## config.mk

```make
export PLATFORM = sky130hd
export DESIGN_NAME = packet_header_deparser
export DESIGN_NICKNAME = d
export VERILOG_FILES = /design/src/rtl/packet_header_deparser.sv
export SDC_FILE = /design/constraint.sdc
export NUM_CORES = 2
export LEC_CHECK = 0
export BUFFER_PORTS_ARGS = -buffer_cell sky130_fd_sc_hd__buf_2
export CORE_AREA = 5 5 524 526
export DETAILED_ROUTE_END_ITERATION = 16
export DIE_AREA = 0 0 529 531
export PLACE_DENSITY_LB_ADDON = 0.3
export SETUP_SLACK_MARGIN = 0.3
export SKIP_CTS_REPAIR_TIMING = 1
export SYNTH_ARGS = -nofsm -noshare
export SYNTH_HDL_FRONTEND = slang
export SYNTH_SLANG_ARGS = --single-unit
```

## constraint.sdc

```tcl
create_clock -name axis_clk -period 1.7 [get_ports axis_clk]
set_input_delay 0.34 -clock axis_clk [delete_from_list [all_inputs] [get_ports axis_clk]]
set_output_delay 0.34 -clock axis_clk [all_outputs]
set_load 0.05 [all_outputs]
```

## src/rtl/packet_header_deparser.sv

```systemverilog
// Transmit-side header deparser: replaces the first HDR_BEATS beats of a buffered packet with PHV data.
// Optional DEPARSER_DROP_EN adds a phv_drop input that discards the paired packet.
module packet_header_deparser #(
   parameter int C_S_AXIS_DATA_WIDTH  = 256,
   parameter int C_S_AXIS_TUSER_WIDTH = 128,
   parameter int HDR_BEATS            = 2,
   parameter int PHV_WIDTH            = 512
) (
   input  logic                                 axis_clk,
   input  logic                                 areset,
   input  logic [PHV_WIDTH-1:0]                 phv_in,
   input  logic                                 phv_valid,
   output logic                                 phv_ready,
`ifdef DEPARSER_DROP_EN
   input  logic                                 phv_drop,
`endif
   input  logic [C_S_AXIS_DATA_WIDTH-1:0]       s_axis_tdata,
   input  logic [C_S_AXIS_DATA_WIDTH/8-1:0]     s_axis_tkeep,
   input  logic [C_S_AXIS_TUSER_WIDTH-1:0]      s_axis_tuser,
   input  logic                                 s_axis_tvalid,
   input  logic                                 s_axis_tlast,
   output logic                                 s_axis_tready,
   output logic [C_S_AXIS_DATA_WIDTH-1:0]       m_axis_tdata,
   output logic [C_S_AXIS_DATA_WIDTH/8-1:0]     m_axis_tkeep,
   output logic [C_S_AXIS_TUSER_WIDTH-1:0]      m_axis_tuser,
   output logic                                 m_axis_tvalid,
   output logic                                 m_axis_tlast,
   input  logic                                 m_axis_tready
);

   localparam int DW = C_S_AXIS_DATA_WIDTH;
   localparam int KW = C_S_AXIS_DATA_WIDTH / 8;
   localparam int TU = C_S_AXIS_TUSER_WIDTH;
   localparam int BW = (HDR_BEATS > 1) ? $clog2(HDR_BEATS) : 1;
   localparam logic [BW-1:0] LAST_HDR = BW'(HDR_BEATS - 1);

   localparam logic [1:0] ST_IDLE = 2'd0;
   localparam logic [1:0] ST_HDR  = 2'd1;
   localparam logic [1:0] ST_BODY = 2'd2;
`ifdef DEPARSER_DROP_EN
   localparam logic [1:0] ST_DROP = 2'd3;
`endif

   logic [1:0]           state_q, state_d;
   logic [BW-1:0]        beat_cnt_q, beat_cnt_d;
   logic [PHV_WIDTH-1:0] phv_reg_q, phv_reg_d;
   logic [DW-1:0]        m_tdata_q, m_tdata_d;
   logic [KW-1:0]        m_tkeep_q, m_tkeep_d;
   logic [TU-1:0]        m_tuser_q, m_tuser_d;
   logic                 m_tvalid_q, m_tvalid_d;
   logic                 m_tlast_q, m_tlast_d;

   logic                 adv;
   logic                 s_hs;
   logic [DW-1:0]        hdr_beat;

   always_comb begin
      state_d    = state_q;
      beat_cnt_d = beat_cnt_q;
      phv_reg_d  = phv_reg_q;
      m_tdata_d  = m_tdata_q;
      m_tkeep_d  = m_tkeep_q;
      m_tuser_d  = m_tuser_q;
      m_tvalid_d = m_tvalid_q;
      m_tlast_d  = m_tlast_q;

      adv           = !m_tvalid_q || m_axis_tready;
      phv_ready     = !areset && (state_q == ST_IDLE);
      s_axis_tready = 1'b0;
      if (state_q == ST_HDR || state_q == ST_BODY) begin
         s_axis_tready = !areset && adv;
      end
`ifdef DEPARSER_DROP_EN
      // Dropped packets are drained regardless of downstream backpressure.
      if (state_q == ST_DROP) begin
         s_axis_tready = !areset;
      end
`endif
      s_hs = s_axis_tvalid && s_axis_tready;

      hdr_beat = '0;
      for (int unsigned k = 0; k < HDR_BEATS; k++) begin
         if (beat_cnt_q == BW'(k)) begin
            hdr_beat = phv_reg_q[k*DW +: DW];
         end
      end

      case (state_q)
         ST_IDLE: begin
            if (phv_valid && phv_ready) begin
               phv_reg_d  = phv_in;
               beat_cnt_d = '0;
`ifdef DEPARSER_DROP_EN
               state_d    = phv_drop ? ST_DROP : ST_HDR;
`else
               state_d    = ST_HDR;
`endif
            end
         end
         ST_HDR: begin
            if (s_hs) begin
               if (s_axis_tlast) begin
                  state_d = ST_IDLE;
               end else if (beat_cnt_q == LAST_HDR) begin
                  state_d = ST_BODY;
               end else begin
                  beat_cnt_d = beat_cnt_q + 1'b1;
               end
            end
         end
         default: begin
            if (s_hs && s_axis_tlast) begin
               state_d = ST_IDLE;
            end
         end
      endcase

      if (s_hs && (state_q == ST_HDR || state_q == ST_BODY)) begin
         m_tvalid_d = 1'b1;
         m_tdata_d  = (state_q == ST_HDR) ? hdr_beat : s_axis_tdata;
         m_tkeep_d  = s_axis_tkeep;
         m_tuser_d  = s_axis_tuser;
         m_tlast_d  = s_axis_tlast;
      end else if (adv) begin
         m_tvalid_d = 1'b0;
      end
   end

   always_ff @(posedge axis_clk) begin
      if (areset) begin
         state_q    <= ST_IDLE;
         beat_cnt_q <= '0;
         phv_reg_q  <= '0;
         m_tdata_q  <= '0;
         m_tkeep_q  <= '0;
         m_tuser_q  <= '0;
         m_tvalid_q <= 1'b0;
         m_tlast_q  <= 1'b0;
      end else begin
         state_q    <= state_d;
         beat_cnt_q <= beat_cnt_d;
         phv_reg_q  <= phv_reg_d;
         m_tdata_q  <= m_tdata_d;
         m_tkeep_q  <= m_tkeep_d;
         m_tuser_q  <= m_tuser_d;
         m_tvalid_q <= m_tvalid_d;
         m_tlast_q  <= m_tlast_d;
      end
   end

   assign m_axis_tdata  = m_tdata_q;
   assign m_axis_tkeep  = m_tkeep_q;
   assign m_axis_tuser  = m_tuser_q;
   assign m_axis_tvalid = m_tvalid_q;
   assign m_axis_tlast  = m_tlast_q;

endmodule

```

==> summary.md <==
| Metric | Value |
|---|---|
| Max VDD drop | 0.821 mV |
| Global-route wire length before repair | 316 mm |
| Area of the mapped netlist | 36900 sq um |
| First DRT Iteration DRCs | 2683 |
| Worst reg-to-reg setup slack | -0.25 ns |
| Initial antenna violation count | 151 |
| Clk Tree Root Cell | clkbuf_16 |
| Avg Synthesized Cell Area | 7.93 sq um |
| Top post-synthesis cells by area | dfxtp_1 (51%), nand2_1 (19%), mux2i_1 (7.0%) |
| Fillers | 29700 |
| Die footprint | 281000 sq um |
| CP Class | reg2out |
| Ys flop type | dfxtp_1 |
| Layout Nets | 7979 |
| Die extent in x | 529 microns |
| Gate power share | 30.3% |
| Crit path capture type | primary output |
| CP startpoint kind | register |
| Clock Power Share | 34.1% |
| Final setup violation count | 826 |
| RSZ-0062 raised after global routing | true |
| WP data arrival | 1.92 ns |
| Layout cells sized above 1 | 27.6% |
| Register area | 18800 sq um |
| Slew headroom | 54.0% |
| Area delta synth->final | 74.7% |
| Most frequent cell after synthesis | nand2_1 |
| Number of flops mapped to enable cells by yosys | 0 |
| I/O pins | 1354 |
| Gpl congestion | 0.910 |
| Vias in the first global route | 38500 |
| DR pass1 iterations | 6 |
| WP data required | 1.36 ns |
| Final Util | 23.9% |
| Final WL | 246 mm |
| Synth top cells by count | nand2_1 (1861), dfxtp_1 (933), nand3_1 (513), a21oi_1 (419), mux2i_1 (257) |
| Fin crit share | 133% |
| DRC Markers | 0 |
| Cell Rows | 191 |
| Min-Delay Path Class | in2reg |
| GRT Total Usage | 16.0% |
| Distinct cells, synth | 28 |
| Async S/R FF share, synth | 0% |
| Worst-path clk slew | 0.06 ns |
| Yosys warns | 0 |
| Final hold slack | 0.0663 ns |
| Antenna Nets Post-Route | 0 |
| Layout Skew | 0.0341 ns |
| Register share of total power | 35.5% |
| DP Area | 49900 sq um |
| Yosys top cell area share | 50.6% |
| Clock Path Buffers | 4 |
| Vias/cell | 4.00 |
| Clock period minus worst slack | 2.26 ns |
| DP HPWL | 197 mm |
| WL per Instance | 22.8 microns |
| Max-Cap Viols | 0 |
| Pre-CTS setup slack | -0.380 ns |
| Area leader, netlist | dfxtp_1 |
| NetSw | 27.0 mW |
| Cell Pwr Density | 1170 nW/um^2 |
| Post-Synthesis Cells | 4657 |
| Seq/Total Area, Yosys | 50.6% |
| Fmax | 442 MHz |
| Flops & latches, synth | 933 |
| Violated checks | setup timing |
| Max-slew violations | 0 |
| Die Height | 531 microns |
| TNS Setup | -105.17 ns |
| Multi-input logic area | 16400 sq um |
| Worst Tran Pin Value | 0.690 ns |
| Hold Violations, Final | 0 |
| Syn nets | 5593 |
| Status | finished, violations left |
| Fin worst setup slack | -0.562 ns |
| Htree depth | 3 |
| Leakage power | 27.8 nW |
| Core area | 270000 sq um |
| # port buffers | 1353 |
| CTS tree | done |
| Initial Util | 13.7% |
| Critical path fanouts, max | 3 |
| Final Cell Area | 64500 sq um |
| Largest net degree at the start of global routing | 95 |
| Remaining Overflow, GRT | 0 |
| Sw Ratio | 35.9% |
| Total number of vias | 43100 |
| Sink Count | 933 |
| Num CTS Buffers | 120 |
| Worst-Skew Late Latency | 0.85 ns |
| Cell internal pwr | 48.3 mW |
## critical path: stages (launching register included)
cell and delay [ns]:
dfxtp_2 0.34, inv_2 0.05, ha_4 0.24, nor2b_4 0.14
and2_4 0.16, buf_12 0.14
## power by group through the flow
| stage | clock network [mW] | registers [mW] | logic [mW] |
|---|---|---|---|
| floorplan | 0 | 29.8 | 8.25 |
| global placement | 0 | 27.0 | 20.0 |
| detailed placement | 0 | 27.1 | 20.0 |
| CTS | 26.6 | 26.6 | 20.1 |
| global route | 27.4 | 27.0 | 24.5 |
| finish | 25.7 | 26.7 | 22.8 |
## per-stage QoR
step,total power [mW],cells
6_report,75.2,10800
5_1_grt,78.9,10700
4_1_cts,73.3,9738
3_5_place_dp,47.1,9526
3_3_place_gp,47.0,9526
2_1_floorplan,38.1,4657
## sequential cells by signal (all words and copies together), names as in the netlist
register and cells:
m_axis_tlast 1, m_axis_tuser 128, m_axis_tvalid 1, beat_cnt_q 1
m_axis_tdata 256, phv_reg_q 512, state_q 2, m_axis_tkeep 32
## placed cells by master, fill, tap and decap left out, types with 3 or more instances in the layout
cell type	n
dfxtp_4	20
inv_6	3
dfxtp_1	899
clkbuf_1	31
o211ai_1	256
buf_12	115
dlygate4sd3_1	931
clkbuf_8	25
a21oi_2	6
dfxtp_2	14
a21oi_1	413
buf_6	21
clkinv_2	19
buf_8	9
buf_2	1319
nand2_4	3
clkbuf_16	129
clkinvlp_4	3
bufinv_16	6
mux2i_1	257
nand3_1	512
diode_2	64
buf_4	255
nand2_1	1857
## metal layers
layer / wire (microns) / global-route usage (%) / part of all wire (%)
met5: 781 / 0 / 0.32
met2: 106000 / 24.3 / 43
met3: 22000 / 7.90 / 8.9
met4: 9270 / 5.31 / 3.8
met1: 108000 / 19.6 / 44
## final timing paths
| path | start | endpoint | cells past startpoint |
|---|---|---|---|
| setup reg to reg | state_q[1]$_SDFFE_PP0P_ | m_axis_tdata[154]$_SDFFE_PP0P_ | 8 |
| setup / recovery | state_q[1]$_SDFFE_PP0P_ | s_axis_tready | 5 |
| hold / removal | m_axis_tready | m_axis_tvalid$_SDFFE_PP0P_ | 4 |
| hold reg to reg | phv_reg_q[240]$_SDFFE_PP0P_ | phv_reg_q[240]$_SDFFE_PP0P_ | 2 |
## final cells by class
type / count / area share (%)
well taps: 3570 / 6.93
clock buffers: 176 / 5.37
flip-flops and latches: 933 / 29.1
inverters: 4 / 0.0349
clock inverters: 36 / 0.639
diodes: 64 / 0.248
repair buffers: 2661 / 32.2
multi-input cells: 3323 / 25.4
## logic make-up (layout without fill, tap and decap cells)
family | Yosys count | after routing | synth area share (%)
simple gates | 2384 | 2384 | 26.1
compound gates | 680 | 680 | 11.0
flops | 933 | 933 | 50.6
other cells | 0 | 64 | 0
mux | 257 | 257 | 6.97
fa+ha+maj | 2 | 2 | 0.0678
buf+inv | 401 | 2877 | 5.29
Power figures use the tool's default switching activity.
